### config.mk
export PLATFORM = sky130hd
export DESIGN_NAME = dfi_phy_init_resp
export DESIGN_NICKNAME = d
export VERILOG_FILES = /design/src/rtl/dfi_phy_init_resp.sv
export SDC_FILE = /design/constraint.sdc
export NUM_CORES = 1
export LEC_CHECK = 0
export CAP_MARGIN = 40
export CORE_ASPECT_RATIO = 0.6
export CORE_MARGIN = 10
export CORE_UTILIZATION = 59
export CTS_CLUSTER_SIZE = 30
export DETAILED_ROUTE_END_ITERATION = 8
export HOLD_SLACK_MARGIN = 0.05
export PLACE_DENSITY = 0.88
export SYNTH_ARGS = -nofsm -noshare
export SYNTH_HDL_FRONTEND = slang
export SYNTH_SLANG_ARGS = --single-unit
### constraint.sdc
create_clock -name core_clk -period 2.5 [get_ports core_clk]
set_input_delay 0.5 -clock core_clk [delete_from_list [all_inputs] [get_ports core_clk]]
set_output_delay 0.5 -clock core_clk [all_outputs]
set_load 0.03 [all_outputs]
### src/rtl/dfi_phy_init_resp.sv
// PHY-side responder for the DFI initialization handshake.
// Watches the controller's reset/CKE/init_start requests and checks the
// DRAM reset and CKE timing. It drives the DRAM RESET#/CKE pins and reports
// init_complete once a fixed calibration interval has elapsed.
// Every output is registered and changes one cycle after the input is sampled.
module dfi_phy_init_resp #(
  parameter int CNT_W           = 20,
  parameter int T_RESET_MIN_CYC = 80000,
  parameter int T_CKE_CYC       = 200000,
  parameter int T_CAL_CYC       = 512
) (
  input  logic       core_clk,
  input  logic       core_arstn,
  input  logic       dfi_reset_n,
  input  logic       dfi_cke,
  input  logic       dfi_init_start,
  output logic       dfi_init_complete,
  output logic       ddr_reset_n,
  output logic       ddr_cke,
  output logic       init_error,
  output logic [2:0] init_state
);

  typedef enum logic [2:0] {
    PWR_UP   = 3'd0,
    RST_HOLD = 3'd1,
    CKE_WAIT = 3'd2,
    STABLE   = 3'd3,
    CAL      = 3'd4,
    READY    = 3'd5,
    ERR      = 3'd6
  } state_e;

  localparam logic [CNT_W-1:0] CNT_MAX = '1;
  localparam logic [CNT_W-1:0] CNT_ONE = CNT_W'(1);
  localparam logic [CNT_W-1:0] RST_MIN = CNT_W'(T_RESET_MIN_CYC);
  localparam logic [CNT_W-1:0] CKE_MIN = CNT_W'(T_CKE_CYC);
  localparam logic [CNT_W-1:0] CAL_LEN = CNT_W'(T_CAL_CYC);

  // Timing parameters must fit the counter, otherwise the thresholds would truncate.
  if (CNT_W < 2 || CNT_W > 62) begin : g_bad_cnt_w
    $error("dfi_phy_init_resp: CNT_W out of range");
  end
  if (T_RESET_MIN_CYC < 0 || longint'(T_RESET_MIN_CYC) > longint'(CNT_MAX)) begin : g_bad_t_rst
    $error("dfi_phy_init_resp: T_RESET_MIN_CYC does not fit in CNT_W bits");
  end
  if (T_CKE_CYC < 0 || longint'(T_CKE_CYC) > longint'(CNT_MAX)) begin : g_bad_t_cke
    $error("dfi_phy_init_resp: T_CKE_CYC does not fit in CNT_W bits");
  end
  if (T_CAL_CYC < 0 || longint'(T_CAL_CYC) > longint'(CNT_MAX)) begin : g_bad_t_cal
    $error("dfi_phy_init_resp: T_CAL_CYC does not fit in CNT_W bits");
  end

  state_e           state_q;
  logic [CNT_W-1:0] cnt_q;
  logic [CNT_W-1:0] cnt_inc_d;
  logic             complete_q;
  logic             rstn_q;
  logic             cke_q;
  logic             err_q;

  // Saturating increment: a very long reset hold must never wrap back below the minimum.
  always_comb begin
    cnt_inc_d = (cnt_q == CNT_MAX) ? cnt_q : cnt_q + CNT_ONE;
  end

  // Init FSM. A controller reset request overrides every other condition.
  // The outputs are set on the transition edge, so they always match the new state.
  always_ff @(posedge core_clk or negedge core_arstn) begin
    if (!core_arstn) begin
      state_q    <= PWR_UP;
      cnt_q      <= '0;
      complete_q <= 1'b0;
      rstn_q     <= 1'b0;
      cke_q      <= 1'b0;
      err_q      <= 1'b0;
    end else if (!dfi_reset_n) begin
      state_q    <= RST_HOLD;
      cnt_q      <= (state_q == RST_HOLD) ? cnt_inc_d : CNT_ONE;
      complete_q <= 1'b0;
      rstn_q     <= 1'b0;
      cke_q      <= 1'b0;
    end else begin
      case (state_q)
        PWR_UP: begin
          // Stay here until the controller first asserts reset.
        end
        RST_HOLD: begin
          if (cnt_q >= RST_MIN) begin
            state_q <= CKE_WAIT;
            cnt_q   <= CNT_ONE;
            rstn_q  <= 1'b1;
          end else begin
            state_q <= ERR;
            err_q   <= 1'b1;
          end
        end
        CKE_WAIT: begin
          // Once the wait has elapsed, a CKE request is legal in the very same cycle.
          if (cnt_q >= CKE_MIN) begin
            state_q <= STABLE;
          end else if (dfi_cke) begin
            state_q <= ERR;
            err_q   <= 1'b1;
            rstn_q  <= 1'b0;
          end else begin
            cnt_q <= cnt_inc_d;
          end
        end
        STABLE: begin
          cke_q <= dfi_cke;
          if (dfi_init_start) begin
            state_q <= CAL;
            cnt_q   <= CNT_ONE;
          end
        end
        CAL: begin
          cke_q <= dfi_cke;
          if (!dfi_init_start) begin
            state_q <= STABLE;
          end else if (cnt_q >= CAL_LEN) begin
            state_q    <= READY;
            complete_q <= 1'b1;
          end else begin
            cnt_q <= cnt_inc_d;
          end
        end
        READY: begin
          cke_q <= dfi_cke;
        end
        ERR: begin
          // Only a new controller reset request leaves this state.
        end
        default: begin
          state_q    <= ERR;
          err_q      <= 1'b1;
          complete_q <= 1'b0;
          rstn_q     <= 1'b0;
          cke_q      <= 1'b0;
        end
      endcase
    end
  end

  assign dfi_init_complete = complete_q;
  assign ddr_reset_n       = rstn_q;
  assign ddr_cke           = cke_q;
  assign init_error        = err_q;
  assign init_state        = state_q;

endmodule

# [Word level (Yosys, flattened, before mapping)]
# Index checks and enable logic that the tools add are counted.
[classes] order_cmp=3 n_addsub=1 bitwise_logic=1 eq_ne=25 n_reduce_logical=11 n_mux=33
[ops] operator="$mux 20" count=9
[ops] operator="$pmux 20 s4" count=1
[ops] operator="$mux 3" count=7
[ops] operator="$ne 3x3->1 const B" count=7
[ops] operator="$add 20x1->20 const B" count=1
[ops] operator="$eq 20x20->1 const B" count=1
[ops] operator="$ge 20x10->1 const B" count=1
[ops] operator="$ge 20x17->1 const B" count=1
[ops] operator="$ge 20x18->1 const B" count=1
[ops] operator="$pmux 3 s5" count=1
[ops] operator="$ne 2x2->1 const B" count=7
[ops] operator="$mux 1" count=11
[ops] operator="$eq 3x3->1 const B" count=3
[ops] operator="$ne 4x4->1 const B" count=2
[ops] operator="$reduce_and 4->1" count=2
[ops] operator="$reduce_and 7->1" count=1
[ops] operator="$eq 3x2->1 const B" count=2
[ops] operator="$pmux 1 s3" count=2
[ops] operator="$reduce_or 3->1" count=2
[ops] operator="$reduce_or 6->1" count=1
[ops] operator="$ne 5x1->1 const B" count=1
[ops] operator="$reduce_and 5->1" count=1
[ops] operator="$reduce_or 5->1" count=1
[ops] operator="$pmux 1 s2" count=2
[ops] operator="other kinds (6)" count=6
[totals] inputBits=5 out_inout_bits=7 ff_bits=27 elab_cells=80

# [Longest topological paths before layout]
# Gate-level depths: netlist (run 1).
[logic_depth] depth_word=6 depth_mapped=9 ltp_nobuf=7

# [Worst setup path after synthesis (run 1)]
# OpenSTA, ideal clock, no wires.
[synth_path] path_kind="reg2reg" from="reg state_q[1] (netlist: init_state[1])" to="reg cnt_q[11]" path_slack_ns=0.315 setup_ns=0.095 stages_incl_launch_ff=10 arrival_time_ns=2.090 path_buffers=3 required_ns=2.405 cell_sequence="dfrtp_1 > buf_4 > or4b_1 > o311a_1 > a32oi_2 > o21a_1 > buf_6 > nand2b_4 > buf_6 > o31ai_1"
[synth_between] elab_chain_cells=3 word_cells_on_any_way=15 cone_classes="eq/ne: 11; mux: 3; reduce/logical: 1"
[synth_lines] item="start: declaration" line_no="54" rtl="state_e state_q;"
[synth_lines] item="start signal: assignment" line_no="71" rtl="state_q <= PWR_UP;"
[synth_lines] item="start signal: assignment" line_no="78" rtl="state_q <= RST_HOLD;"
[synth_lines] item="start signal: assignment" line_no="90" rtl="state_q <= CKE_WAIT;"
[synth_lines] item="$eq 3x1->1 (tied with other cells)" line_no="79, 84"
[synth_lines] item="$ne 5x1->1 (no line) (tied with other cells)"
[synth_lines] item="$reduce_and 7->1 (no line) or $mux 20 (tied branches)"
[synth_lines] item="end signal: assignment" line_no="79" rtl="cnt_q <= (state_q == RST_HOLD) ? cnt_inc_d : CNT_ONE;"
[synth_lines] item="end signal: assignment" line_no="107" rtl="cnt_q <= cnt_inc_d;"
[synth_lines] item="end signal: assignment" line_no="125" rtl="cnt_q <= cnt_inc_d;"
[synth_lines] item="end: declaration" line_no="55" rtl="logic [CNT_W-1:0] cnt_q;"
# Several ways; a longest one is shown, not always the timed one.
# A chain may end at the register's enable or synchronous reset.

# [Worst setup path after layout (run 1)]
[layout_path] from="reg cnt_q[10]" to="reg cnt_q[19]"
[layout_between] elab_chain_cells=6 word_cells_on_any_way=17 cone_classes="add/sub: 1; order compare: 3; eq/ne: 4; mux: 8; reduce/logical: 1"
[layout_lines] item="$add 20x1->20 or $eq 20x20->1 (tied branches)" line_no="64" rtl="cnt_inc_d = (cnt_q == CNT_MAX) ? cnt_q : cnt_q + CNT_ONE;"
[layout_lines] item="$mux 20" line_no="64"
[layout_lines] item="$mux 20 (on tied branches)" line_no="121, 102"
[layout_lines] item="$mux 20 (on tied branches)" line_no="119, 100"
[layout_lines] item="$pmux 20 s4" line_no="84" rtl="case (state_q)"
[layout_lines] item="$mux 20" line_no="77" rtl="end else if (!dfi_reset_n) begin"
# Several ways; a longest one is shown, not always the timed one. The select of a mux whose other input is x is not followed.

==> results of run 1 <==
-- report_power, final --
part	switching, mW	total [mW]	internal [mW]
Clock	0.129	0.243	0.114
Sequential	0.0612	0.532	0.470
Combinational	0.308	0.536	0.228
Total	0.499	1.31	0.812
-- cell usage after synthesis, types with 3 or more instances --
cell,instances
inv_1,5
nand2_1,16
nand3_1,13
nand4_1,9
nor2_1,20
dfrtp_1,27
nand2b_1,6
nor4_1,4
a41oi_1,4
o21ai_0,17
buf_2,4
o22a_1,5
nor2b_1,5
a21oi_1,18
clkbuf_1,11
o31ai_1,11
a31oi_1,10
and3_1,6
buf_6,3
and2_1,3
-- cell type report --
cell class | instances | area, um^2
tap | 42 | 52.6
multi-input combinational | 178 | 1120
timing repair buffer | 29 | 245
sequential | 27 | 676
clock buffer | 4 | 45.0
fill | 221 | 830
inverter | 5 | 18.8
-- logic make-up (layout without fill, tap and decap cells) --
group | Yosys count | count (layout)
AND/OR/NAND/NOR | 93 | 93
buffers and inverters | 25 | 38
adder cells (fa/ha/maj) | 2 | 2
flip-flops | 27 | 27
AO/OA/AOI/OAI | 83 | 83
-- critical path, cell delays in order, from the launching register on --
cell	delay [ns]
dfrtp_1	0.48
nor4_1	0.54
nand4_1	0.20
a32oi_2	0.25
o21ai_2	0.25
nor4_1	0.30
o22a_1	0.17
-- final timing paths --
path | to | slack (ns) | depth (start not counted) | start
max in group asynchronous | cnt_q[16] | 1.64 | 2 | core_arstn
worst min-delay path | init_error | 0.46 | 1 | init_error
worst max-delay path | cnt_q[19] | 0.24 | 6 | cnt_q[10]
min in group asynchronous | init_state[1] | 0.59 | 2 | core_arstn
worst min register to register | init_error | 0.46 | 1 | init_error
worst max register to register | cnt_q[19] | 0.24 | 6 | cnt_q[10]
-- per-layer routing --
layer  up-vias  wire (um)  GRT usage (%)
met5         -          0              0
met4         0         59           3.07
met3        10        503           3.26
met2       108       1920           21.4
met1       875       2280           24.7
li1        898          -              -
-- repair_timing --
item                                    CTS  global route
endpoints found under the hold margin     0             0
gates resized for setup                   0             1
endpoints found under the setup margin    0             1
-- state kept, by name, indices dropped and copies added (netlist names) --
register	flops
dfi_init_complete	1
ddr_cke	1
cnt_q	20
ddr_reset_n	1
init_state	3
init_error	1
-- through the flow --
step / power (mW) / utilization [%] / cells / TNS [ns] / cell area, um^2
final: 1.31 / 72.2 / 285 / 0 / 2150
after global routing: 1.39 / 72.2 / 285 / 0 / 2150
after CTS: 1.31 / 72.0 / 285 / 0 / 2150
after detailed placement: 1.06 / 70.5 / 281 / -0.457 / 2100
after floorplan: 0.913 / - / 230 / 0 / 1910
after global placement: 1.05 / 70.5 / 281 / 0 / 2100
==> impl_metrics.tcl, run 1 <==
set metrics [dict create \
    finalHoldViolations 0 \
    synth_compound_area_share_pct 29.3 \
    hold_slack_ns 0.461 \
    drc_errors 0 \
    path_clk_slew_ns 0.09 \
    worst_slack_ns 0.240 \
    clock_path_buffers 2 \
    drv_cap 0 \
    coreArea_mm2 0.00298 \
    dr.pass1.iters 5 \
    antenna_found_initial 0 \
    numCtsBuffers 3 \
    worstPathMaxFanout 18 \
    grt_pass1_vias 1624 \
    final_cell_mix "27 x dfrtp_1, 20 x nor2_1, 18 x a21oi_1, 18 x buf_4, 17 x o21ai_0" \
    synthDistinctLibCells 46 \
    nets 251 \
    synth_top_family_by_area "compound AO/OA/AOI/OAI gates" \
    finalSetupViolCount 0 \
    synthSimpleGateAreaFrac_pct 27.5 \
    synth_edf_count 0 \
    rsz0062_at_grt "no" \
    pin_count 12 \
    hold_class "reg2reg" \
    post_cts_buffers 0 \
    synth_xor_area_share_pct 0 \
    cts.sinks 27 \
    fin_worst_skew_ns 0.00423 \
    tritoncts "done" \
    seq_area_frac_synth_pct 35.3 \
    yosys_warnings 0 \
    synth_adder_area_share_pct 1.31 \
    period_needed_ns 2.26 \
    vias 1891 \
    p_per_area_mw_per_mm2 608 \
    layout-drive-gt1-share_pct 12.8 \
    dp_hpwl_um 3590 \
    grt_overflow 0 \
    rows 15 \
    synthMuxAreaShare_pct 0 \
    ant_nets 0 \
    ys_ff_latch 27 \
    syn_nets 237 \
    synth_ff_type "dfrtp_1" \
    die_h_um 64.1 \
    layout_commonest_cell "dfrtp_1" \
    vias_per_cell 6.64 \
    die_w_um 93.5 \
    diodes 0 \
    hold_buffers 0 \
    synth_top_area_share_pct 35.3 \
    track_usage_pct 15.9 \
    ir_worst_vdd_uv 423 \
    fin_crit_sh_pct 90.4 \
    status "finished, final reports clean" \
    worstSetupPathType "reg2reg" \
    grt_max_degree 28 \
    slew_headroom_pct 53.8 \
    htree_levels 1 \
    wirelength_um 4770 \
    yosys-top-cells-area "dfrtp_1 35%, a21oi_1 4.7%, o21ai_0 4.5%, o31ai_1 4.3%, nor2_1 3.9%" \
    wl_per_cell_um 16.7 \
    critPathArrivalTime_ns 2.47 \
    tightest_slew_ns 0.693 \
    synthesis.area_mm2 0.00191 \
    dieArea_mm2 0.00599 \
    max_freq_ghz 0.443 \
    critPathRequiredTime_ns 2.71 \
    drv_slew 0 \
    p_leak_nw 0.892 \
    grt_pass1_wl_um 7980 \
    gp_congestion 0.922 \
    clk_latency_ns 0.27 \
    clockRootBuffer "clkbuf_8" \
    syn_to_final_growth_pct 12.7 \
    drt_iter0_drc 226 \
    synthCells 230 \
    synth-async-reset-ratio_pct 100 \
    syn-mean-instance-area_um2 8.31 \
    synth_top_area_cell "dfrtp_1" \
    start_kind "register" \
    start_util_pct 64.1 \
    port_buffers 11 \
    pre_cts_slack_ns -0.0876 \
    crit_path_end_kind "register" \
]
Note: power is estimated with default switching activity, not from simulation.
==> run 2: changes to the inputs <==
--- a/config.mk
+++ b/config.mk
@@ -13,6 +13,7 @@
 export DETAILED_ROUTE_END_ITERATION = 8
 export HOLD_SLACK_MARGIN = 0.05
 export PLACE_DENSITY = 0.88
+export RECOVER_POWER = 100
 export SYNTH_ARGS = -nofsm -noshare
 export SYNTH_HDL_FRONTEND = slang
 export SYNTH_SLANG_ARGS = --single-unit
==> run 2 against run 1 <==
Count of clock-buffer cells in the layout stayed put. Core utilization is 0.42 points lower. Clock power hardly changed. Final cell count stayed put. Hold slack worse by 0.0054 ns. Sequential power hardly changed. Die area stayed put. Critical path depth is 2 higher. Combinational power is 3% lower. Total power is 1.1% lower. Sequential cell count stayed put. Via count is 0.32% lower. Critical path type is now in2reg. Critical endpoint is now cnt_q[16]. Highest routed layer unchanged.
==> impl_metrics.tcl, run 2 (synthesized netlist as in run 1, its figures left out) <==
set metrics [dict create \
    die_w_um 93.5 \
    worst_slack_ns 0.204 \
    htree_levels 1 \
    wirelength_um 4810 \
    critPathRequiredTime_ns 2.71 \
    drc_errors 0 \
    grt_pass1_vias 1624 \
    clk_latency_ns 0.27 \
    grt_overflow 0 \
    period_needed_ns 2.30 \
    path_clk_slew_ns 0.09 \
    crit_chain "clkdlybuf4s50_1 -> nor4bb_2 -> nand4_1 -> a32oi_2 -> o21a_1 -> clkbuf_2 -> and3_1 -> o22a_1" \
    hold_class "reg2reg" \
    worstPathMaxFanout 9 \
    swShare_pct 38.5 \
    instances_no_fill 285 \
    final_cell_mix "27 x dfrtp_1, 20 x nor2_1, 18 x a21oi_1" \
    clockRootBuffer "clkbuf_8" \
    tritoncts "done" \
    start_kind "input port" \
    dieArea_mm2 0.00599 \
    pin_count 12 \
    crit_path_end_kind "register" \
    drv_cap 0 \
    track_usage_pct 15.9 \
    placedCellCount 281 \
    port_buffers 11 \
    syn_to_final_growth_pct 12.0 \
    slew_headroom_pct 0.633 \
    fin_crit_sh_pct 91.8 \
    critPathBufInv 2 \
    ant_nets 0 \
    grt_max_degree 28 \
    p_switching_mw 0.500 \
    n_fill_cell 225 \
    pre_cts_slack_ns -0.0876 \
    hold_buffers 0 \
    top_register "cnt_q" \
    post_cts_buffers 0 \
    ir_worst_vdd_uv 413 \
    numCtsBuffers 3 \
    slowest_stage "clkdlybuf4s50_1" \
    dr.pass1.iters 5 \
    fin_tns_setup_ns 0 \
    power_mw 1.30 \
    grt_pass1_wl_um 7980 \
    nets 251 \
    cts.sinks 27 \
    finalSetupViolCount 0 \
    drv_slew 0 \
    antenna_found_initial 0 \
    diodes 0 \
    rows 15 \
    status "finished, final reports clean" \
    fin_worst_skew_ns 0.00353 \
    p_int_mw 0.797 \
    p_leak_nw 0.890 \
    largest_reg_flops 20 \
    cpPeakStageDelay_ns 0.47 \
    cpLargestDelayFamily "buffers and inverters" \
    layout-drive-gt1-share_pct 11.9 \
    rsz0062_at_grt "no" \
    tightest_slew_ns 1.49 \
    layout_commonest_cell "dfrtp_1" \
    die_h_um 64.1 \
    critPathArrivalTime_ns 2.51 \
    vias 1885 \
    worstSetupPathType "in2reg" \
    coreArea_mm2 0.00298 \
    max_freq_ghz 0.435 \
    p_per_area_mw_per_mm2 605 \
    pwr-share-comb_pct 40.2 \
    wl_per_cell_um 16.9 \
    finalHoldViolations 0 \
    start_util_pct 64.1 \
    gp_congestion 0.922 \
    vias_per_cell 6.61 \
    power.share.sequential_pct 41.0 \
    dp_hpwl_um 3590 \
    clock_path_buffers 2 \
    drt_iter0_drc 224 \
    pwr-share-clk_pct 18.8 \
]
run 2: final timing paths:
path	startpoint	endpoint	slack, ns	cells past startpoint
setup / recovery	dfi_init_start	cnt_q[16]	0.20	8
setup reg to reg	cnt_q[10]	cnt_q[16]	0.21	7
hold reg to reg	init_error	init_error	0.46	1
max in group asynchronous	core_arstn	cnt_q[14]	0.52	2
hold / removal	init_error	init_error	0.46	1
min in group asynchronous	core_arstn	init_state[1]	1.11	2
run 2: per-stage QoR:
step           cell area (um^2)  util [%]  hold WS, ns
2_1_floorplan              1910         -        0.204
3_3_place_gp               2100      70.5        0.440
3_5_place_dp               2100      70.5        0.447
4_1_cts                    2150      72.0        0.469
5_1_grt                    2140      71.8        0.473
6_report                   2140      71.8        0.455
run 2: worst reg2reg max path: stages, from the launching register on:
cell      delay, ns
dfrtp_1        0.48
nor4_1         0.53
nand4_1        0.20
a32oi_2        0.25
o21a_1         0.22
clkbuf_2       0.23
and3_1         0.18
o22a_1         0.14
run 2: final cells by class:
class	count	area [um^2]	area share (%)
repair buffers	29	233	10.9
well taps	42	52.6	2.45
flip-flops and latches	27	676	31.5
inverters	5	18.8	0.876
clock buffers	4	45.0	2.10
multi-input cells	178	1120	52.2
run 2: timing repair:
action                                  CTS  global route
endpoints found under the setup margin    0             1
gates resized for setup                   0             1
hold endpoints to repair                  0             0
run 2: layer usage:
layer / routed length [um] / vias to the layer above / share of wire [%] / track usage [%]
li1: - / 901 / - / -
met1: 2310 / 879 / 48 / 24.7
met2: 1970 / 99 / 41 / 21.4
met3: 488 / 6 / 10 / 3.26
met4: 43 / 0 / 0.89 / 3.07
met5: 0 / - / 0 / 0
run 2: power groups by stage:
stage               logic, mW  clock network, mW  registers, mW
finish                  0.521              0.244          0.532
global route            0.573              0.262          0.539
CTS                     0.528              0.248          0.529
detailed placement      0.525                  0          0.538
global placement        0.516                  0          0.534
floorplan               0.377                  0          0.536
